<file path="src/rtl/ipf_lcu_sched.sv">
// ipf_lcu_sched -- frame-level sequencer for the IPF filter.
//
// Walks the LCUs of a square frame in raster order (lcu_x inner, lcu_y
// outer). For each LCU it reads one configuration word from config memory,
// latches its fields, then streams the LCU's pixels from frame memory into
// the filter. The first burst carries rows 0..2 and each later burst carries
// one row. After every burst the sequencer waits for the filter's busy to
// rise and then fall before issuing more reads. After the last LCU it waits
// for the filter's finish and raises done.
//
// Ports
//   clk, reset        clock (rising edge), asynchronous active-high reset
//   start, frm_size   frame start pulse; LCU size code (0=16, 1=32, 2/3=64)
//   img_rd, img_addr  frame memory read strobe / address (row*IMG_W+col)
//   img_data          frame memory data, valid the cycle after img_rd
//   cfg_rd, cfg_idx   config memory read strobe / LCU index
//   cfg_data          {type, band_pos, wo_class, offset}, valid after cfg_rd
//   in_en, din        pixel stream to the filter
//   ipf_type, ipf_band_pos, ipf_wo_class, ipf_offset   latched config fields
//   lcu_x, lcu_y, lcu_size                              current LCU position/size
//   ipf_busy, ipf_finish                                filter status
//   sched_busy, done                                    sequencer status
//
// Optional build macro IPF_SCHED_STALLCNT_EN adds output stall_cnt[15:0]:
// a saturating count of cycles spent waiting on the filter (WAIT_HI,
// WAIT_LO, FIN_WAIT), cleared on reset and on an accepted start.

module ipf_lcu_sched #(
  parameter int IMG_W  = 128,
  parameter int ADDR_W = 14
) (
  input  logic              clk,
  input  logic              reset,
  input  logic              start,
  input  logic [1:0]        frm_size,
  output logic              img_rd,
  output logic [ADDR_W-1:0] img_addr,
  input  logic [7:0]        img_data,
  output logic              cfg_rd,
  output logic [5:0]        cfg_idx,
  input  logic [23:0]       cfg_data,
  output logic              in_en,
  output logic [7:0]        din,
  output logic [1:0]        ipf_type,
  output logic [4:0]        ipf_band_pos,
  output logic              ipf_wo_class,
  output logic [15:0]       ipf_offset,
  output logic [2:0]        lcu_x,
  output logic [2:0]        lcu_y,
  output logic [1:0]        lcu_size,
  input  logic              ipf_busy,
  input  logic              ipf_finish,
  output logic              sched_busy,
  output logic              done
`ifdef IPF_SCHED_STALLCNT_EN
  ,
  output logic [15:0]       stall_cnt
`endif
);

  localparam logic [3:0] S_IDLE     = 4'd0;
  localparam logic [3:0] S_CFG_RD   = 4'd1;
  localparam logic [3:0] S_CFG_LAT  = 4'd2;
  localparam logic [3:0] S_BURST    = 4'd3;
  localparam logic [3:0] S_DRAIN    = 4'd4;
  localparam logic [3:0] S_WAIT_HI  = 4'd5;
  localparam logic [3:0] S_WAIT_LO  = 4'd6;
  localparam logic [3:0] S_FIN_WAIT = 4'd7;
  localparam logic [3:0] S_DONE     = 4'd8;

  logic [3:0]  r_state;
  logic [1:0]  r_size;
  logic [2:0]  r_lcu_x;
  logic [2:0]  r_lcu_y;
  logic [6:0]  r_row;      // row within the LCU; reaches N after the last burst
  logic [5:0]  r_col;      // column within the LCU
  logic [23:0] r_cfg;
  logic        r_in_en;
  logic        r_done;

  logic              w_idle;
  logic              w_start_ok;
  logic [6:0]        w_n;
  logic [2:0]        w_lmax;
  logic              w_last_col;
  logic              w_burst_end;
  logic              w_last_lcu;
  logic [3:0]        w_shift;
  logic [ADDR_W-1:0] w_pix_row;
  logic [ADDR_W-1:0] w_pix_col;
  logic [ADDR_W-1:0] w_addr;

  assign w_idle     = (r_state == S_IDLE) || (r_state == S_DONE);
  assign w_start_ok = start && w_idle;

  // N = 16 << size pixels per LCU side, L-1 = 7 >> size.
  assign w_n        = 7'd16 << r_size;
  assign w_lmax     = 3'd7 >> r_size;
  assign w_last_col = ({1'b0, r_col} == (w_n - 7'd1));
  // The first burst spans rows 0..2, so no burst can end before row 2.
  assign w_burst_end = w_last_col && (r_row >= 7'd2);
  assign w_last_lcu  = (r_lcu_x == w_lmax) && (r_lcu_y == w_lmax);

  // Absolute pixel row/column: LCU origin is lcu * N = lcu << (4 + size).
  assign w_shift   = 4'd4 + {2'b00, r_size};
  assign w_pix_row = (ADDR_W'(r_lcu_y) << w_shift) + ADDR_W'(r_row);
  assign w_pix_col = (ADDR_W'(r_lcu_x) << w_shift) + ADDR_W'(r_col);
  assign w_addr    = w_pix_row * ADDR_W'(IMG_W) + w_pix_col;

  always_ff @(posedge clk or posedge reset) begin
    if (reset) begin
      r_state <= S_IDLE;
      r_size  <= '0;
      r_lcu_x <= '0;
      r_lcu_y <= '0;
      r_row   <= '0;
      r_col   <= '0;
      r_cfg   <= '0;
      r_done  <= 1'b0;
    end else begin
      case (r_state)
        S_IDLE, S_DONE: begin
          if (w_start_ok) begin
            r_state <= S_CFG_RD;
            r_size  <= (frm_size == 2'd3) ? 2'd2 : frm_size;
            r_lcu_x <= '0;
            r_lcu_y <= '0;
            r_row   <= '0;
            r_col   <= '0;
            r_done  <= 1'b0;
          end
        end
        S_CFG_RD: r_state <= S_CFG_LAT;
        S_CFG_LAT: begin
          r_cfg   <= cfg_data;
          r_state <= S_BURST;
        end
        S_BURST: begin
          if (w_last_col) begin
            r_col <= '0;
            r_row <= r_row + 7'd1;
          end else begin
            r_col <= r_col + 6'd1;
          end
          if (w_burst_end) r_state <= S_DRAIN;
        end
        S_DRAIN: r_state <= S_WAIT_HI;
        S_WAIT_HI: begin
          if (ipf_busy) r_state <= S_WAIT_LO;
        end
        S_WAIT_LO: begin
          if (!ipf_busy) begin
            if (r_row != w_n) begin
              r_state <= S_BURST;
            end else if (w_last_lcu) begin
              r_state <= S_FIN_WAIT;
            end else begin
              r_state <= S_CFG_RD;
              r_row   <= '0;
              if (r_lcu_x == w_lmax) begin
                r_lcu_x <= '0;
                r_lcu_y <= r_lcu_y + 3'd1;
              end else begin
                r_lcu_x <= r_lcu_x + 3'd1;
              end
            end
          end
        end
        S_FIN_WAIT: begin
          if (ipf_finish) begin
            r_state <= S_DONE;
            r_done  <= 1'b1;
          end
        end
        default: r_state <= S_IDLE;
      endcase
    end
  end

  // Pixel pipeline: the read issued in cycle t is presented at t+1, which
  // is also why DRAIN exists -- it carries the last pixel of a burst.
  always_ff @(posedge clk or posedge reset) begin
    if (reset) r_in_en <= 1'b0;
    else       r_in_en <= (r_state == S_BURST);
  end

`ifdef IPF_SCHED_STALLCNT_EN
  logic [15:0] r_stall;

  always_ff @(posedge clk or posedge reset) begin
    if (reset) begin
      r_stall <= '0;
    end else if (w_start_ok) begin
      r_stall <= '0;
    end else if (((r_state == S_WAIT_HI) || (r_state == S_WAIT_LO) ||
                  (r_state == S_FIN_WAIT)) && (r_stall != 16'hFFFF)) begin
      r_stall <= r_stall + 16'd1;
    end
  end

  assign stall_cnt = r_stall;
`endif

  assign img_rd       = (r_state == S_BURST);
  assign img_addr     = img_rd ? w_addr : '0;
  assign cfg_rd       = (r_state == S_CFG_RD);
  assign cfg_idx      = ({3'b000, r_lcu_y} << (2'd3 - r_size)) + {3'b000, r_lcu_x};
  assign in_en        = r_in_en;
  // Frame memory data is already registered at its source; gate it so din
  // is quiet whenever no pixel is being presented.
  assign din          = r_in_en ? img_data : 8'h00;
  assign ipf_type     = r_cfg[23:22];
  assign ipf_band_pos = r_cfg[21:17];
  assign ipf_wo_class = r_cfg[16];
  assign ipf_offset   = r_cfg[15:0];
  assign lcu_x        = r_lcu_x;
  assign lcu_y        = r_lcu_y;
  assign lcu_size     = r_size;
  assign sched_busy   = !w_idle;
  assign done         = r_done;

endmodule
</file>
<file path="config.mk">
export PLATFORM = sky130hd
export DESIGN_NAME = ipf_lcu_sched
export DESIGN_NICKNAME = d
export VERILOG_FILES = /design/src/rtl/ipf_lcu_sched.sv
export SDC_FILE = /design/constraint.sdc
export NUM_CORES = 1
export LEC_CHECK = 0
export CORE_MARGIN = 2
export CORE_UTILIZATION = 52
export DETAILED_ROUTE_END_ITERATION = 7
export PLACE_DENSITY = 0.87
export SKIP_CTS_REPAIR_TIMING = 1
export SYNTH_ARGS = -nofsm -noshare
export SYNTH_HDL_FRONTEND = slang
export SYNTH_SLANG_ARGS = --single-unit
export TNS_END_PERCENT = 20
</file>
<file path="constraint.sdc">
create_clock -name clk -period 5.01 [get_ports clk]
set_input_delay 0.501 -clock clk [delete_from_list [all_inputs] [get_ports clk]]
set_output_delay 0.501 -clock clk [all_outputs]
set_load 0.03 [all_outputs]
</file>
==> flow_summary.toml <==
[run_status]
status = "completed"

[setup_path]
critical_path_required_ps = 4510
critical_path_peak_fanout = 28
timing.critical_path.arrival_ps = 3660
critPathKind = "flip-flop to output port"
setup.worst_path.end_class = "output port"
crit_path_start_kind = "flip-flop"

[route]
vias = 3120
antenna_left = 0
post_drt_wl_per_cell_um = 15.1
first_pass_iters = 4
overall_routed_net_length_mm = 8.28
route.detailed.vias_per_inst = 5.67
met1_routed_length_mm = 3.61
top_metal_layer_carrying_routed_signals = "met4"
met3_wirelength_um = 591
drt_iter0_markers = 163
detail_route.drc_violations = 0
wl_met2_mm = 3.99

[cells_and_area]
post-route-util_pct = 70.7
number_of_filler_cells_placed_in_the_layout = 493
area_delta_synth_final_pct = 33.1
final_layout_size_suffix_gt1_share_pct = 12.3
final_cell_area_mm2 = 0.00475
nNetsFinal = 526
diodes = 0
sequential_cell_area_mm2 = 0.00128
multiInputGateArea_mm2 = 0.00214

[synthesis]
cell_with_the_most_instances_after_synthesis = "dfrtp_1"
synthFlopType = "dfrtp_1"
synth_commonest_cells = "dfrtp_1 (51), nor2_1 (33), nand2_1 (29)"
yosysUniqueCellTypes = 67
mappedNetlistNets = 436
syn_avg_cell_area_um2 = 9.42
syn_inst = 379
yosys_warnings = 0
ys_seq_elements = 51
async_flop_share_pct = 100
synthTopCellsByArea = "dfrtp_1 (36%), mux2_2 (7.9%), ha_1 (5.3%), nor2_1 (3.5%), nand2_1 (3.1%)"
post-synth-top-area-cell = "dfrtp_1"
synth_top_area_share_pct = 35.8
synth.cell_area_mm2 = 0.00357
synth_enable_flop_cells = 0
ys_seq_area_share_pct = 35.8

[floorplan]
die_x_um = 86.8
die-area_mm2 = 0.00754
floorplan.initialDensity_pct = 53.1
placement_rows = 30
io-pin-count = 104
floorplan.core_area_mm2 = 0.00672
die_outline_height_um = 86.8

[clock_network]
cts_tree = "done"
clk-insertion-delay-late_ps = 310
cts-root-to-sink-buffers = 2
clkSinkCount = 51
cts.root.buffer_cell = "clkbuf_8"
clk_transition_reported_paths_ps = 90
cts_max_level = 2
numCtsBuffers = 5

[timing]
timing.final.max_slew_violations = 0
hold_slack_ps = 514
fin_tns_setup_ps = 0
fin_skew_ps = 5.13
pin_slew_with_the_least_headroom_to_its_limit_ps = 1040
slew_headroom_pct = 30.3
period_utilisation_layout_pct = 83.0
timing.fmax_mhz = 240
hold_violations = 0
period_minus_slack_ps = 4160
unrepaired_setup_endpoints_after_global_routing = "false"
setup-violations-final = 0

[flow_run]
number_of_max_capacitance_violations_reported = 0

[placement]
routabilityCongestion = 0.858
buffer_ports.inserted = 103
detailed_place.area_mm2 = 0.00461
place.detailed.hpwl_mm = 6.16

[min_path]
worstHoldPathType = "flip-flop to flip-flop"

[grt]
antenna_found_initial = 0
grt_max_degree = 52
grt_usage_pct = 22.6
first_global_vias = 3015
grt_overflow_total = 0
grt_pass1_wl_mm = 13.9

[power_and_ir_drop]
pwr_density_cell_mw_per_mm2 = 603
power_leakage_nw = 1.97
max-vdd-ir-drop_v = 0.000464
[path summary, 6_finish.rpt]
check,endpoint,slack [ps],start,cells past startpoint
max,cfg_idx[4],850,lcu_size[0],9
min,r_cfg[15],510,r_cfg[15],1
max reg2reg,r_row[5],2300,r_state[0],8
min reg2reg,r_cfg[15],510,r_cfg[15],1
max in group asynchronous,lcu_x[0],3610,reset,2
min in group asynchronous,r_col[1],760,reset,2
[per-layer routing]
| layer | track usage [%] | up-vias |
|---|---|---|
| met5 | 0 | - |
| met4 | 5.11 | 0 |
| met3 | 6.29 | 8 |
| met2 | 37.3 | 96 |
| met1 | 29.6 | 1489 |
| li1 | - | 1527 |
[where the power goes]
group / switching, mW / internal, mW / total (mW)
Clock: 0.142 / 0.199 / 0.341
Combinational: 0.934 / 0.764 / 1.70
Sequential: 0.247 / 0.577 / 0.824
[final cells by class]
| type | count | share of cell area, % |
|---|---|---|
| Sequential cell | 51 | 26.9 |
| Clock inverter | 3 | 1.42 |
| Tap cell | 80 | 2.11 |
| Inverter | 17 | 1.34 |
| Multi-Input combinational cell | 290 | 45.0 |
| Timing Repair Buffer | 104 | 21.9 |
| Clock buffer | 5 | 1.45 |
[cell usage in the layout, fill, tap and decap left out, types with 10 or more instances in the layout]
master | netlist | layout
nor2_1 | 33 | 33
nand2_1 | 29 | 29
dfrtp_1 | 51 | 51
clkdlybuf4s50_1 | 0 | 103
o21ai_0 | 19 | 19
a21oi_1 | 18 | 18
and2_1 | 13 | 13
nand3_1 | 10 | 10
mux2_2 | 25 | 25
ha_1 | 15 | 15
inv_1 | 16 | 15
[registers in the layout, indices dropped and copies added (netlist names)]
| name | count |
|---|---|
| done | 1 |
| in_en | 1 |
| lcu_size | 2 |
| lcu_x | 3 |
| lcu_y | 3 |
| r_cfg | 24 |
| r_col | 6 |
| r_row | 7 |
| r_state | 4 |
[critical path, stage by stage, from the launching register on]
cell and delay, ps:
dfrtp_1 910, nand2b_1 310, a21oi_1 140, fa_1 440, a21oi_1 350, nor2b_1 80, o211ai_1 160, o21ai_0 110
o22ai_1 150, clkdlybuf4s50_1 690
[per-stage QoR]
| step | total power, mW | setup WS, ps | cells |
|---|---|---|---|
| global placement | 2.48 | 1310 | 542 |
| detailed placement | 2.53 | 1230 | 542 |
| CTS | 2.88 | 870 | 550 |
| floorplan | 1.95 | 1630 | 379 |
| finish | 2.86 | 852 | 550 |
| global route | 3.04 | 648 | 550 |
[logic make-up (layout without fill, tap and decap cells)]
group / after synthesis / count (layout) / share of synthesized area, %
muxes: 36 / 36 / 11.2
AOI/OAI and AO/OA: 85 / 85 / 17.5
DFF: 51 / 51 / 35.8
xor gates and xnor gates: 16 / 16 / 3.93
adders and majority gates: 18 / 18 / 6.94
buffers and inverters: 38 / 129 / 4.63
and+or+nand+nor: 135 / 135 / 20.1
No activity file was read; power rests on OpenSTA's default activity.
